File: src/rtl/stg4mo.sv
// Memory/writeback pipeline stage: non-memory instructions pass straight to the writeback latch,
// loads/stores run a stalled request/ack handshake. Optional macro MEM_TIMEOUT_EN adds a 256-cycle ack timeout.
module stg4mo #(
   parameter int                  SIZE_ADDR   = 24,
   parameter int                  SIZE_DATA   = 24,
   parameter int                  SIZE_OPC    = 6,
   parameter int                  SIZE_TGT_GP = 5,
   parameter int                  SIZE_TGT_SR = 3,
   parameter int                  HBIT_ADDR   = SIZE_ADDR - 1,
   parameter logic [SIZE_OPC-1:0] OPC_M_LD    = 6'h10,
   parameter logic [SIZE_OPC-1:0] OPC_M_ST    = 6'h11
) (
   input  logic                   iw_clk,
   input  logic                   iw_rst,
   input  logic [SIZE_ADDR-1:0]   iw_pc,
   input  logic [SIZE_DATA-1:0]   iw_instr,
   input  logic [SIZE_OPC-1:0]    iw_opc,
   input  logic [SIZE_TGT_GP-1:0] iw_tgt_gp,
   input  logic [SIZE_TGT_SR-1:0] iw_tgt_sr,
   input  logic [SIZE_DATA-1:0]   iw_result,
   input  logic [SIZE_DATA-1:0]   iw_st_data,
   output logic                   ow_stall,
   output logic                   ow_mem_req,
   output logic                   ow_mem_we,
   output logic [SIZE_ADDR-1:0]   ow_mem_addr,
   output logic [SIZE_DATA-1:0]   ow_mem_wdata,
   input  logic                   iw_mem_ack,
   input  logic [SIZE_DATA-1:0]   iw_mem_rdata,
   output logic [SIZE_ADDR-1:0]   ow_pc,
   output logic [SIZE_DATA-1:0]   ow_instr,
   output logic [SIZE_OPC-1:0]    ow_opc,
   output logic [SIZE_TGT_GP-1:0] ow_tgt_gp,
   output logic [SIZE_TGT_SR-1:0] ow_tgt_sr,
   output logic [SIZE_DATA-1:0]   ow_result,
   output logic                   ow_fault
);

   typedef enum logic [0:0] {S_IDLE = 1'b0, S_BUSY = 1'b1} state_t;

   state_t                 r_state;
   logic                   r_mem_req;
   logic                   r_mem_we;
   logic [SIZE_ADDR-1:0]   r_mem_addr;
   logic [SIZE_DATA-1:0]   r_mem_wdata;
   logic [SIZE_ADDR-1:0]   r_pc;
   logic [SIZE_DATA-1:0]   r_instr;
   logic [SIZE_OPC-1:0]    r_opc;
   logic [SIZE_TGT_GP-1:0] r_tgt_gp;
   logic [SIZE_TGT_SR-1:0] r_tgt_sr;
   logic [SIZE_DATA-1:0]   r_result;

   logic                   w_is_st;
   logic                   w_is_mem;
   logic                   w_timeout;
   logic                   w_stall;
   logic [SIZE_DATA-1:0]   w_wb_result;

   assign w_is_st  = (iw_opc == OPC_M_ST);
   assign w_is_mem = (iw_opc == OPC_M_LD) || w_is_st;

`ifdef MEM_TIMEOUT_EN
   logic [7:0] r_wait_cnt;
   logic       r_fault;
   assign w_timeout = (r_state == S_BUSY) && (r_wait_cnt == 8'hFF) && !iw_mem_ack;
   assign ow_fault  = r_fault;
`else
   assign w_timeout = 1'b0;
   assign ow_fault  = 1'b0;
`endif

   // Stall decision and the value written back when the latch is not loading a bubble
   always_comb begin
      w_stall     = 1'b0;
      w_wb_result = {SIZE_DATA{1'b0}};
      case (r_state)
         S_IDLE: begin
            w_stall     = w_is_mem;
            w_wb_result = iw_result;
         end
         S_BUSY: begin
            w_stall = !iw_mem_ack && !w_timeout;
            if (iw_mem_ack && !r_mem_we) begin
               w_wb_result = iw_mem_rdata;
            end else begin
               w_wb_result = {SIZE_DATA{1'b0}};
            end
         end
         default: begin
            w_stall     = 1'b0;
            w_wb_result = {SIZE_DATA{1'b0}};
         end
      endcase
   end

   // FSM, memory request registers and writeback latch
   always_ff @(posedge iw_clk) begin
      if (iw_rst) begin
         r_state     <= S_IDLE;
         r_mem_req   <= 1'b0;
         r_mem_we    <= 1'b0;
         r_mem_addr  <= {SIZE_ADDR{1'b0}};
         r_mem_wdata <= {SIZE_DATA{1'b0}};
         r_pc        <= {SIZE_ADDR{1'b0}};
         r_instr     <= {SIZE_DATA{1'b0}};
         r_opc       <= {SIZE_OPC{1'b0}};
         r_tgt_gp    <= {SIZE_TGT_GP{1'b0}};
         r_tgt_sr    <= {SIZE_TGT_SR{1'b0}};
         r_result    <= {SIZE_DATA{1'b0}};
`ifdef MEM_TIMEOUT_EN
         r_wait_cnt  <= 8'h00;
         r_fault     <= 1'b0;
`endif
      end else begin
`ifdef MEM_TIMEOUT_EN
         r_fault <= 1'b0;
`endif
         // A stalled edge always writes a NOP bubble
         if (w_stall) begin
            r_pc     <= {SIZE_ADDR{1'b0}};
            r_instr  <= {SIZE_DATA{1'b0}};
            r_opc    <= {SIZE_OPC{1'b0}};
            r_tgt_gp <= {SIZE_TGT_GP{1'b0}};
            r_tgt_sr <= {SIZE_TGT_SR{1'b0}};
            r_result <= {SIZE_DATA{1'b0}};
         end else begin
            r_pc     <= iw_pc;
            r_instr  <= iw_instr;
            r_opc    <= iw_opc;
            r_tgt_gp <= iw_tgt_gp;
            r_tgt_sr <= iw_tgt_sr;
            r_result <= w_wb_result;
         end
         case (r_state)
            S_IDLE: begin
               if (w_is_mem) begin
                  r_state     <= S_BUSY;
                  r_mem_req   <= 1'b1;
                  r_mem_we    <= w_is_st;
                  r_mem_addr  <= iw_result[HBIT_ADDR:0];
                  r_mem_wdata <= w_is_st ? iw_st_data : {SIZE_DATA{1'b0}};
`ifdef MEM_TIMEOUT_EN
                  r_wait_cnt  <= 8'h00;
`endif
               end else begin
                  r_state <= S_IDLE;
               end
            end
            S_BUSY: begin
               if (iw_mem_ack || w_timeout) begin
                  r_state   <= S_IDLE;
                  r_mem_req <= 1'b0;
                  r_mem_we  <= 1'b0;
`ifdef MEM_TIMEOUT_EN
                  r_fault   <= w_timeout;
`endif
               end else begin
                  r_state <= S_BUSY;
`ifdef MEM_TIMEOUT_EN
                  r_wait_cnt <= r_wait_cnt + 8'h01;
`endif
               end
            end
            default: begin
               r_state   <= S_IDLE;
               r_mem_req <= 1'b0;
               r_mem_we  <= 1'b0;
            end
         endcase
      end
   end

   assign ow_stall     = w_stall;
   assign ow_mem_req   = r_mem_req;
   assign ow_mem_we    = r_mem_we;
   assign ow_mem_addr  = r_mem_addr;
   assign ow_mem_wdata = r_mem_wdata;
   assign ow_pc        = r_pc;
   assign ow_instr     = r_instr;
   assign ow_opc       = r_opc;
   assign ow_tgt_gp    = r_tgt_gp;
   assign ow_tgt_sr    = r_tgt_sr;
   assign ow_result    = r_result;

endmodule

File: config.mk
export PLATFORM = sky130hd
export DESIGN_NAME = stg4mo
export DESIGN_NICKNAME = d
export VERILOG_FILES = /design/src/rtl/stg4mo.sv
export SDC_FILE = /design/constraint.sdc
export NUM_CORES = 1
export LEC_CHECK = 0
export ABC_CLOCK_PERIOD_IN_PS = 2170
export CAP_MARGIN = 20
export CORE_MARGIN = 1
export CORE_UTILIZATION = 30
export DETAILED_ROUTE_END_ITERATION = 8
export HOLD_SLACK_MARGIN = 0.1
export PLACE_DENSITY = 0.78
export SETUP_SLACK_MARGIN = 0.3
export SYNTH_ARGS = -nofsm -noshare
export SYNTH_HDL_FRONTEND = slang
export SYNTH_SLANG_ARGS = --single-unit
File: constraint.sdc
create_clock -name iw_clk -period 2.17 [get_ports iw_clk]
set_input_delay 0.3255 -clock iw_clk [delete_from_list [all_inputs] [get_ports iw_clk]]
set_output_delay 0.3255 -clock iw_clk [all_outputs]
set_load 0.02 [all_outputs]
==> impl_metrics.csv <==
group,metric,value,unit
floorplanning,start_util,0.311,
routing,drtIter0Drc,243,
floorplanning,rows,44,
timing,final-hold-violation-count,0,
routing,dr.pass1.iters,7,
floorplanning,fp.dieW,125,microns
yosys,synth-seq-area-share,0.601,
global_route,grt_pass1_vias,4356,
min_path,min_path_type,"input port to flop",
routing,vias_per_cell,4.74,
setup_path,cp_slowest_cell,"or4_2",
placed_design,portBuffers,273,
pwr,p_per_area,803,mW/mm^2
clock_tree,root_buffer,"clkbuf_16",
timing,hold_ws,0.280,ns
routing,routed_wl,14.6,mm
floorplanning,dieHeight,125,microns
placed_design,dp_hpwl,10.2,mm
setup_path,crit_required,2.43,ns
global_route,overflow,0,
setup_path,path_common_cell,"buf_4",
timing,finalSetupTns,0,ns
yosys,yosys_register_bits,137,
clock_tree,cts_tree,"built",
pwr,peakVddDrop,0.480,mV
pwr,power_leakage,3.05,nW
setup_path,crit_family,"simple AND/OR/NAND/NOR gates",
setup_path,cp-start-kind,"flop",
yosys,avgSynthCellArea,9.51,sq um
layout,nets,878,
clock_tree,h-tree-depth,4,
timing,slew_headroom,0.396,
timing,rsz0062_at_grt,"false",
routing,drc_errors,18,
timing,period_needed,1.83,ns
layout,fin_cells,938,
floorplanning,ioPinCount,275,
layout,drive_gt1_frac,0.0743,
setup_path,reg2reg_slack,0.34,ns
setup_path,path_cells,"or4_2 -> buf_4 -> buf_4 -> o21ai_0 -> a21oi_1",
yosys,yosysWarnings,0,
layout,final_common_cell,"clkdlybuf4s50_1",
global_route,antenna_found_initial,0,
routing,avgRoutedWirePerCell,15.5,microns
floorplanning,die-area,0.0157,sq mm
global_route,grt_start_max_net_pins,59,
timing,finalCritPeriodShare,0.842,
clock_tree,clock_latency,0.41,ns
timing,slew_violations,0,
timing,clock_skew,0.00477,ns
setup_path,cp_data_arrival_time,2.09,ns
setup_path,critPathMaxStageDelay,0.68,ns
timing,clock.fmax,0.548,GHz
clock_tree,clkTransAtPathRegs,0.06,ns
setup_path,path_class,"flop to flop",
timing,tightest_slew,0.905,ns
placed_design,place.gp.congestion,0.773,
placed_design,place_inst,906,
yosys,synth_area,0.00457,sq mm
run,maxCapViolCount,0,
setup_path,crit_path_max_fanout,22,
yosys,synth_nets,617,
clock_tree,numCtsBuffers,17,
setup_path,crit_path_start,"r_state$_SDFF_PP0_",
layout,final_cell_mix,"clkdlybuf4s50_1, dfxtp_1, a21oi_1",
setup_path,cp.buffers_inverters,2,
layout,final_cell_area,0.00815,sq mm
clock_tree,cts_sinks,137,
layout,insertedDiodeCount,0,
routing,ant_nets,0,
timing,setup_viol,0,
min_path,hp-start,"iw_opc[1]",
routing,via_count,4444,
yosys,yosysUniqueCellTypes,24,
global_route,grt_pass1_wl,22.5,mm
status,status,"finished with violations",
clock_tree,cts_buffer_depth,2,
setup_path,crit-reg2reg-launch,"r_state$_SDFF_PP0_",
floorplanning,core,0.0147,sq mm
placed_design,dpl_cell_area,0.00749,sq mm
yosys,netlist_instances,480,
layout,nFillCells,1287,
global_route,grt_util_all_layers,0.184,
status,violations,"design-rule violations",
layout,area_delta_synth_final,78.5,%
setup_path,crit_path_end_kind,"flop",
flip-flops by register name, summed over array words and instances (netlist names):
register	count
ow_instr	24
ow_mem_addr	24
ow_mem_wdata	24
ow_pc	24
ow_result	24
ow_opc	6
ow_tgt_gp	5
ow_tgt_sr	3
ow_mem_req	1
ow_mem_we	1
r_state	1
final cells by class:
| class | count | area, sq um | area share |
|---|---|---|---|
| Timing Repair Buffer | 288 | 2900 | 0.355 |
| Sequential cell | 137 | 2740 | 0.337 |
| Multi-Input combinational cell | 296 | 1640 | 0.201 |
| Clock buffer | 20 | 467 | 0.0573 |
| Tap cell | 184 | 230 | 0.0282 |
| Clock inverter | 12 | 171 | 0.0210 |
| Inverter | 1 | 3.75 | 0.000460 |
stage by stage:
step | total power, mW | util | setup slack (ns)
6_report | 6.55 | 0.555 | 0.344
5_1_grt | 6.78 | 0.555 | 0.301
4_1_cts | 6.62 | 0.554 | 0.310
3_5_place_dp | 3.53 | 0.510 | -0.103
3_3_place_gp | 3.52 | 0.510 | -0.0570
2_1_floorplan | 3.01 | - | 0.415
cell families after synthesis:
family	after synthesis	share of synthesized area
other	1	0.000821
buffers and inverters	47	0.0455
AND/OR/NAND/NOR	169	0.212
AO/OA/AOI/OAI	126	0.141
flip-flops	137	0.601
cells in the mapped netlist (all sizes together):
cell | number | area, sq um
inv | 1 | 3.75
nand3 | 25 | 125
nor2 | 24 | 90.1
and3b | 1 | 8.76
nor2b | 25 | 156
nor4 | 1 | 12.5
o211a | 1 | 10.0
o21ai | 48 | 240
nand2b | 2 | 12.5
and3 | 4 | 25.0
dfxtp | 137 | 2740
nand4 | 24 | 150
clkbuf | 37 | 139
a21oi | 75 | 375
or4 | 1 | 7.51
conb | 1 | 3.75
buf | 9 | 65.1
nand2 | 4 | 15.0
o211ai | 2 | 20.0
and2 | 58 | 363
final timing paths:
check                                      end  depth (start not counted)
setup reg to reg  ow_mem_addr[22]$_SDFFE_PP0P_                          5
hold reg to reg        ow_mem_req$_SDFFE_PP0P_                          2
setup / recovery  ow_mem_addr[22]$_SDFFE_PP0P_                          5
hold / removal            ow_opc[1]$_SDFF_PP0_                          2
layer usage:
| metal | share of wire | GRT usage |
|---|---|---|
| met1 | 0.38 | 0.199 |
| met2 | 0.52 | 0.327 |
| met3 | 0.087 | 0.0702 |
| met4 | 0.015 | 0.0681 |
| met5 | 0 | 0 |
power by group:
part	leakage (nW)	switching (mW)	internal, mW
combinational	1.61	0.366	0.465
clock	0.320	1.06	2.01
sequential	1.13	0.0284	2.62
timing repair:
| item | in CTS | in global routing |
|---|---|---|
| pin swaps | 0 | 1 |
| hold buffers | 0 | 0 |
| gates resized for setup | 7 | 15 |
| setup endpoints to repair | 25 | 27 |
| buffers inserted | 0 | 0 |
| endpoints found under the hold margin | 0 | 0 |
No activity file was read; power rests on OpenSTA's default activity.
